`config.mk`:
```
export PLATFORM = sky130hd
export DESIGN_NAME = multi_func_calc_core
export DESIGN_NICKNAME = d
export VERILOG_FILES = /design/src/rtl/multi_func_calc_core.sv
export SDC_FILE = /design/constraint.sdc
export NUM_CORES = 1
export LEC_CHECK = 0
export ABC_AREA = 1
export CAP_MARGIN = 20
export CORE_ASPECT_RATIO = 1.4
export CORE_MARGIN = 4
export CORE_UTILIZATION = 45
export CTS_CLUSTER_DIAMETER = 60
export DETAILED_ROUTE_END_ITERATION = 6
export PLACE_DENSITY_LB_ADDON = 0.12
export SYNTH_ARGS = -nofsm -noshare
export SYNTH_HDL_FRONTEND = slang
export SYNTH_SLANG_ARGS = --single-unit
```
`constraint.sdc`:
```
create_clock -name clk -period 6.9 [get_ports clk]
set_input_delay 2.07 -clock clk [delete_from_list [all_inputs] [get_ports clk]]
set_output_delay 2.07 -clock clk [all_outputs]
set_load 0.02 [all_outputs]
```
`src/rtl/multi_func_calc_core.sv`:
```
// Keypad calculator core: builds decimal operands, runs add/sub/shift-add multiply with chaining.
// Latency: equals strobe to result_valid is 2 cycles for add/sub and WIDTH+1 cycles for multiply.
// Backpressure: busy is high through COMPUTE; keys arriving then are dropped, never queued.
module multi_func_calc_core #(
  parameter int WIDTH      = 8,
  parameter bit ENABLE_MUL = 1'b1
) (
  input  logic             clk,
  input  logic             clearall,
  input  logic             clearentry,
  input  logic             trig,
  input  logic [3:0]       key_value,
  output logic [WIDTH-1:0] disp_value,
  output logic             disp_neg,
  output logic             ovf,
  output logic             iuau,
  output logic             busy,
  output logic             result_valid,
  output logic [2:0]       state
);
  typedef enum logic [2:0] {
    ST_ENTER_A = 3'd0, ST_OP_WAIT = 3'd1, ST_ENTER_B = 3'd2,
    ST_COMPUTE = 3'd3, ST_RESULT  = 3'd4, ST_ERROR   = 3'd5
  } state_t;
  typedef enum logic [1:0] {OP_ADD = 2'd0, OP_SUB = 2'd1, OP_MUL = 2'd2} op_t;

  localparam int               CW       = $clog2(WIDTH);
  localparam logic [WIDTH+3:0] TEN      = (WIDTH+4)'(10);
  localparam logic [CW-1:0]    LAST_BIT = CW'(WIDTH-1);
  localparam logic [CW-1:0]    CNT_ONE  = CW'(1);

  state_t             state_q, state_d;
  op_t                op_q, op_d, nop_q, nop_d;
  logic [WIDTH-1:0]   a_q, a_d, b_q, b_d, r_q, r_d;
  logic               chain_q, chain_d, neg_q, neg_d, rv_q, rv_d;
  logic [CW-1:0]      cnt_q, cnt_d;
  logic [2*WIDTH-1:0] acc_q, acc_d;

  logic               key_dig, key_op, key_eq;
  op_t                key_code;
  logic [WIDTH+3:0]   dig_a, dig_b;
  logic [WIDTH:0]     sum;
  logic [2*WIDTH-1:0] acc_nx;
  logic               fin, res_neg, res_err, do_clear, start, start_chain;
  logic [WIDTH-1:0]   res;

  // Key decode and arithmetic candidates; wide digit sums expose operand overflow in the top bits
  always_comb begin
    key_dig = (key_value <= 4'd9);
    key_eq  = (key_value == 4'hD);
    key_op  = (key_value == 4'hA) || (key_value == 4'hB) || (ENABLE_MUL && (key_value == 4'hC));
    case (key_value)
      4'hB:    key_code = OP_SUB;
      4'hC:    key_code = OP_MUL;
      default: key_code = OP_ADD;
    endcase
    dig_a  = {4'b0, a_q} * TEN + {{WIDTH{1'b0}}, key_value};
    dig_b  = {4'b0, b_q} * TEN + {{WIDTH{1'b0}}, key_value};
    sum    = {1'b0, a_q} + {1'b0, b_q};
    acc_nx = acc_q + (b_q[cnt_q] ? ({{WIDTH{1'b0}}, a_q} << cnt_q) : '0);
  end

  // Next-state and datapath updates; clear and compute-start are gathered as flags and applied last
  always_comb begin
    state_d = state_q; op_d = op_q; nop_d = nop_q;
    a_d = a_q; b_d = b_q; r_d = r_q;
    chain_d = chain_q; neg_d = neg_q; rv_d = 1'b0;
    cnt_d = cnt_q; acc_d = acc_q;
    fin = 1'b0; res = '0; res_neg = 1'b0; res_err = 1'b0;
    do_clear = 1'b0; start = 1'b0; start_chain = 1'b0;
    case (state_q)
      ST_COMPUTE: begin
        case (op_q)
          OP_ADD: begin fin = 1'b1; res = sum[WIDTH-1:0]; res_err = sum[WIDTH]; end
          OP_SUB: begin
            fin = 1'b1;
            if (a_q >= b_q) res = a_q - b_q;
            else begin res = b_q - a_q; res_neg = 1'b1; end
          end
          default: begin
            acc_d = acc_nx;
            cnt_d = cnt_q + CNT_ONE;
            if (cnt_q == LAST_BIT) begin
              fin = 1'b1; res = acc_nx[WIDTH-1:0]; res_err = |acc_nx[2*WIDTH-1:WIDTH];
            end
          end
        endcase
        if (fin) begin
          chain_d = 1'b0;
          if (res_err) begin
            state_d = ST_ERROR; neg_d = 1'b0;
          end else begin
            r_d = res; rv_d = 1'b1;
            if (chain_q) begin
              // Chained result becomes the next left operand; magnitude only
              a_d = res; neg_d = 1'b0; op_d = nop_q; state_d = ST_OP_WAIT;
            end else begin
              neg_d = res_neg; state_d = ST_RESULT;
            end
          end
        end
      end
      default: begin
        if (clearentry) begin
          case (state_q)
            ST_ENTER_A:             a_d = '0;
            ST_OP_WAIT, ST_ENTER_B: begin b_d = '0; state_d = ST_OP_WAIT; end
            default:                do_clear = 1'b1;
          endcase
        end else if (trig) begin
          case (state_q)
            ST_ENTER_A: begin
              if (key_dig) begin
                if (dig_a[WIDTH+3:WIDTH] == 4'd0) a_d = dig_a[WIDTH-1:0];
              end else if (key_op) begin
                op_d = key_code; state_d = ST_OP_WAIT;
              end
            end
            ST_OP_WAIT: begin
              if (key_dig) begin
                b_d = {{(WIDTH-4){1'b0}}, key_value}; state_d = ST_ENTER_B;
              end else if (key_op) op_d = key_code;
            end
            ST_ENTER_B: begin
              if (key_dig) begin
                if (dig_b[WIDTH+3:WIDTH] == 4'd0) b_d = dig_b[WIDTH-1:0];
              end else if (key_op) begin
                start = 1'b1; start_chain = 1'b1; nop_d = key_code;
              end else if (key_eq) start = 1'b1;
            end
            ST_RESULT: begin
              if (key_dig) begin
                a_d = {{(WIDTH-4){1'b0}}, key_value}; neg_d = 1'b0; state_d = ST_ENTER_A;
              end else if (key_op && !neg_q) begin
                a_d = r_q; op_d = key_code; state_d = ST_OP_WAIT;
              end
            end
            default: ;
          endcase
        end
      end
    endcase
    if (start) begin
      state_d = ST_COMPUTE; chain_d = start_chain; acc_d = '0; cnt_d = '0;
    end
    if (do_clear) begin
      state_d = ST_ENTER_A; a_d = '0; b_d = '0; r_d = '0;
      op_d = OP_ADD; nop_d = OP_ADD; neg_d = 1'b0; chain_d = 1'b0;
    end
  end

  // State and datapath registers; clearall aborts everything immediately
  always_ff @(posedge clk or posedge clearall) begin
    if (clearall) begin
      state_q <= ST_ENTER_A; op_q <= OP_ADD; nop_q <= OP_ADD;
      a_q <= '0; b_q <= '0; r_q <= '0;
      chain_q <= 1'b0; neg_q <= 1'b0; rv_q <= 1'b0;
      cnt_q <= '0; acc_q <= '0;
    end else begin
      state_q <= state_d; op_q <= op_d; nop_q <= nop_d;
      a_q <= a_d; b_q <= b_d; r_q <= r_d;
      chain_q <= chain_d; neg_q <= neg_d; rv_q <= rv_d;
      cnt_q <= cnt_d; acc_q <= acc_d;
    end
  end

  // Display selection: entry operand while typing, result or blank error afterwards
  always_comb begin
    disp_value = '0;
    iuau       = 1'b0;
    case (state_q)
      ST_ENTER_B: disp_value = b_q;
      ST_RESULT:  begin disp_value = r_q; iuau = 1'b1; end
      ST_ERROR:   iuau = 1'b1;
      default:    disp_value = a_q;
    endcase
  end

  assign disp_neg     = neg_q;
  assign ovf          = (state_q == ST_ERROR);
  assign busy         = (state_q == ST_COMPUTE);
  assign result_valid = rv_q;
  assign state        = state_q;
endmodule
```
# Word-level counts from Yosys, hierarchy flattened
# Index checks and enable logic that the tools add are counted.
[word_totals] reg_bits=53 wordCells=216
[op_classes] n_addsub=7 n_mux=113 shifts=1 order_cmp=3 eq_ne=38 multipliers=2 reduce_logical=41
[op_table] operator="$mux 8" count=26
[op_table] operator="$mux 16" count=4
[op_table] operator="$mux 3" count=17
[op_table] operator="$pmux 8 s2" count=3
[op_table] operator="$mux 1" count=41
[op_table] operator="$mux 2" count=16
[op_table] operator="$add 12x4->12" count=2
[op_table] operator="$ne 6x6->1 const B" count=4
[op_table] operator="$pmux 8 s3" count=1
[op_table] operator="$mul 8x3->11 const B" count=2
[op_table] operator="$ne 4x4->1 const B" count=5
[op_table] operator="$reduce_bool 3->1" count=6
[op_table] operator="$add 16x16->16" count=1
[op_table] operator="$eq 4x4->1 const B" count=4
[op_table] operator="$reduce_bool 4->1" count=4
[op_table] operator="$shl 8x3->16" count=1
[op_table] operator="$sub 8x8->8" count=2
[op_table] operator="$ne 3x1->1 const B" count=4
[op_table] operator="$ne 4x1->1 const B" count=3
[op_table] operator="$reduce_bool 2->1" count=6
[op_table] operator="$ne 5x5->1 const B" count=2
[op_table] operator="$reduce_and 10->1" count=1
[op_table] operator="$add 8x8->9" count=1
[op_table] operator="$eq 3x3->1 const B" count=3
[op_table] operator="other kinds (35)" count=46

# Logic depth before layout (Yosys ltp)
[depth] word_depth=13 mapped_depth=27 ltp_nobuf=26

# Least setup slack after synthesis
# Ideal clock, no wire load.
[synth_path] path_kind="input to register" start="in key_value[1]" end="reg b_q[1]" arrival_ps=3766 path_buffers=1 path_slack_ps=3004 required_ps=6770 stages=12 cell_sequence="ha_1 -> fa_1 -> nand2_1 -> nand2_1 -> and3_1 -> nand2_1 -> a21oi_1 -> o21ai_0 -> nand3_1 -> a21oi_2 -> buf_4 -> o21ai_0"
[synth_via] elab_chain_len=8 elab_cells_between_ends=15
[synth_rtl] item="from (decl)" line="12" text="input logic [3:0] key_value,"
[synth_rtl] item="$add 12x4->12" line="58" text="dig_b = {4'b0, b_q} * TEN + {{WIDTH{1'b0}}, key_value};"
[synth_rtl] item="$mux 8" line="126" text="if (dig_b[WIDTH+3:WIDTH] == 4'd0) b_d = dig_b[WIDTH-1:0];"
[synth_rtl] item="$mux 8" line="125" text="if (key_dig) begin"
[synth_rtl] item="$pmux 8 s2" line="111" text="case (state_q)"
[synth_rtl] item="$mux 8" line="110" text="end else if (trig) begin"
[synth_rtl] item="$mux 8" line="104" text="if (clearentry) begin"
[synth_rtl] item="$mux 8" line="71" text="case (state_q)"
[synth_rtl] item="$mux 8" line="146" text="if (do_clear) begin"
[synth_rtl] item="to (signal assigned)" line="156" text="a_q <= '0; b_q <= '0; r_q <= '0;"
[synth_rtl] item="to (signal assigned)" line="161" text="a_q <= a_d; b_q <= b_d; r_q <= r_d;"
[synth_rtl] item="to (decl)" line="34" text="logic [WIDTH-1:0] a_q, a_d, b_q, b_d, r_q, r_d;"
# Several ways; a longest one is shown, not always the timed one. The select of a mux whose other input is x is not followed.
# A chain may end at the register's enable or synchronous reset.

# Worst setup path after layout
[layout_path] start="reg state_q[1], in the netlist state[1]" end="out disp_value[1]"
[layout_via] elab_chain_len=2 elab_cells_between_ends=4
[layout_rtl] item="from (decl)" line="32" text="state_t state_q, state_d;"
[layout_rtl] item="from (signal assigned)" line="160" text="state_q <= state_d; op_q <= op_d; nop_q <= nop_d;"
[layout_rtl] item="$eq 3x3->1 or $eq 3x2->1 (tied branches)" line="171" text="case (state_q)"
[layout_rtl] item="$pmux 8 s3 (*)" line="171"
[layout_rtl] item="to (decl)" line="13" text="output logic [WIDTH-1:0] disp_value,"
# Mark *: on every way between the ends. The rest lies on a longest branch, timed or not.

==> metrics.txt <==
Resize count post-CTS=0; data required time of the worst path=4.83 ns; final instance area=6775 um2; most frequent cell after synthesis=nand2_1; DRT iter0 DRCs=495; I/O Pins=24; Post-DP HPWL=15,580 um; wl on met1=8080 um; PD cells=438.8 nW/um2; Avg WL per Cell=16.70 um; initial antenna violation count=0; met3 WL post-DR=710 um; grt ovf=0; final hold vios=0; # diodes=0; placed cell count=1,154; RSZ-0062 raised after global routing=false; CTS Buf Count=5; share of cells above drive strength 1=0.05102; Synth area leader=dfrtp_1; register area share after synthesis=0.2124; post-synthesis cell type count=50; die width=107.6 um; crit share post-route=0.7007; Initial Utilization=0.4620; peak supply drop=0.1901 mV; status=finished, final reports clean; CP endpoint kind=output port; CP top delay family=buffers and inverters; Clock transition at path regs=0.07 ns; final setup vio count=0; largest net degree at the start of global routing=54; P_leak=3.678 nW; cts hold-fix bufs=0; top cells by count, synth=nand2_1, inv_1, nor2_1; clk_skew=0.009280 ns; Mapped Nets=1,054; max cap viols=0; total track usage=0.2499; CTS HTree Levels=2; CP max FO=12; Clock Tree Buf Depth=2; clock sinks=53; antenna-violating nets left=0; PortBufs=23; top layer in use=met4; Area after DPL=6608 um2; Syn. warnings=0; worst-margin pin slew=0.7684 ns; Tmin final=4.835 ns; crit-path max cell delay=0.66 ns; GPL Wtd Cong=0.9409; fmax=206.8 MHz; drt pass-1 iters=5; cells taking the most area after synthesis=dfrtp_1, nand2_1, ha_1; total routed wirelength=19,400 um; die area=15,850 um2; EDFF count, synth=0; Core Box Area=13,510 um2; top_reg_cell synth=dfrtp_1; Avg Inst Size Synth=6.450 um2; total power=2.973 mW; CP bufs+invs=3; Worst-Skew Late Latency=0.30 ns; Relative slew margins=0.4858; post-route insts no fill=1,162; critical path data arrival time=2.76 ns; Synth async-reset ratio=1.000; CTS tree=done; wire length on met2=9730 um; mapped cell area=6243 um2; row cnt=50; crit-path cells=nor2_1 > inv_2 > nor2_1 > inv_2 > o221ai_1 > clkdlybuf4s50_1; Hold/Removal Path Class=reg -> reg; critical path launch point type=flip-flop; Pins Over Slew Limit=0; first-pass GRT wire length=31,490 um; CTS Root Cell=clkbuf_16; via count=6,314; final setup TNS=0 ns; vias per inst=5.434; Syn-to-layout area delta=8.517%; Die Y=147.4 um; post-CTS setup buffers=0; residual DRC count=0; Slowest cell on crit path=clkdlybuf4s50_1; WS Path Type=reg -> out; fill cell count=1,450; Post-Synthesis Cells=968; number of global-route vias before repair=6,153; Layout Nets=1,065; top cell type's share of synthesized area=0.2124; Yosys reg bits=53
==> layout by cell type, fill, tap and decap left out, types with 3 or more instances in the layout <==
cell,count
o221ai_1,8
inv_1,139
nand3_2,5
a31oi_1,8
or2_2,3
clkbuf_16,5
xor2_1,14
fa_1,8
nand2_1,270
nand3_1,55
dfrtp_1,53
nor3_1,11
nor2_1,79
xnor2_1,3
o211ai_1,9
ha_1,70
o21ai_1,16
nand3b_1,3
o22ai_1,10
clkdlybuf4s50_1,23
nand4_1,10
o21ai_0,70
inv_2,14
nand2_2,10
a21oi_1,47
==> kinds of logic after synthesis <==
| family | Yosys count | share of synthesized area |
|---|---|---|
| buffers and inverters | 175 | 0.1100 |
| XOR/XNOR | 17 | 0.02385 |
| multiplexers | 1 | 0.001603 |
| AND/OR/NAND/NOR | 459 | 0.3174 |
| adder cells (fa/ha/maj) | 78 | 0.1659 |
| flip-flops | 53 | 0.2124 |
| AO/OA/AOI/OAI | 185 | 0.1687 |
==> final timing paths <==
kind                       slack [ns]            end  depth (start not counted)  startpoint
max in group asynchronous        4.16         r_q[2]                          3    clearall
min in group asynchronous        2.27       nop_q[1]                          3    clearall
setup / recovery                 2.07  disp_value[1]                          6    state[1]
hold / removal                   0.48         r_q[4]                          2      r_q[4]
hold reg to reg                  0.48         r_q[4]                          2      r_q[4]
setup reg to reg                 2.77         r_q[6]                         25    cnt_q[0]
==> worst reg2reg max path: cells and delay by family, from the launching register on <==
family          cells  cell delay, ns
buf+inv             3            0.42
compound gates      2            0.27
simple gates       18            1.95
flops               1            0.74
fa+ha+maj           2            0.65
==> sequential cells by signal, indices dropped and copies added (netlist names) <==
signal	cells
acc_q	16
r_q	8
b_q	8
op_q	2
result_valid	1
a_q	8
state	3
cnt_q	3
disp_neg	1
chain_q	1
nop_q	2
==> stage by stage <==
step	worst slack, ns	hold slack (ns)	util
final	2.065	0.4838	0.5014
after global routing	1.881	0.5101	0.5014
after CTS	2.107	0.4836	0.5014
after detailed placement	2.143	0.4635	0.4890
after global placement	2.214	0.4569	0.4890
after floorplan	3.004	0.4419	-
==> final cells by class <==
class                           instances  area (um2)  share of cell area
Multi-Input combinational cell        740        4230              0.6244
Timing Repair Buffer                   25       245.2             0.03620
Tap cell                              182       227.7             0.03361
Clock buffer                            6       128.9             0.01902
Clock inverter                          2       38.79            0.005725
Inverter                              154       578.1             0.08532
Sequential cell                        53        1326              0.1958
==> power breakdown <==
group | internal (mW) | switching, mW | leakage [nW]
logic | 0.704 | 1.37 | 2.93
clock network | 0.172 | 0.123 | 0.0810
registers | 0.414 | 0.185 | 0.664
total | 1.29 | 1.68 | 3.68
==> layer usage <==
metal,global-route usage,up-vias
met4,0.1074,0
met1,0.3108,2882
met5,0,-
met2,0.4371,181
met3,0.02228,54
li1,-,3197
(Power assumes the default switching activity.)
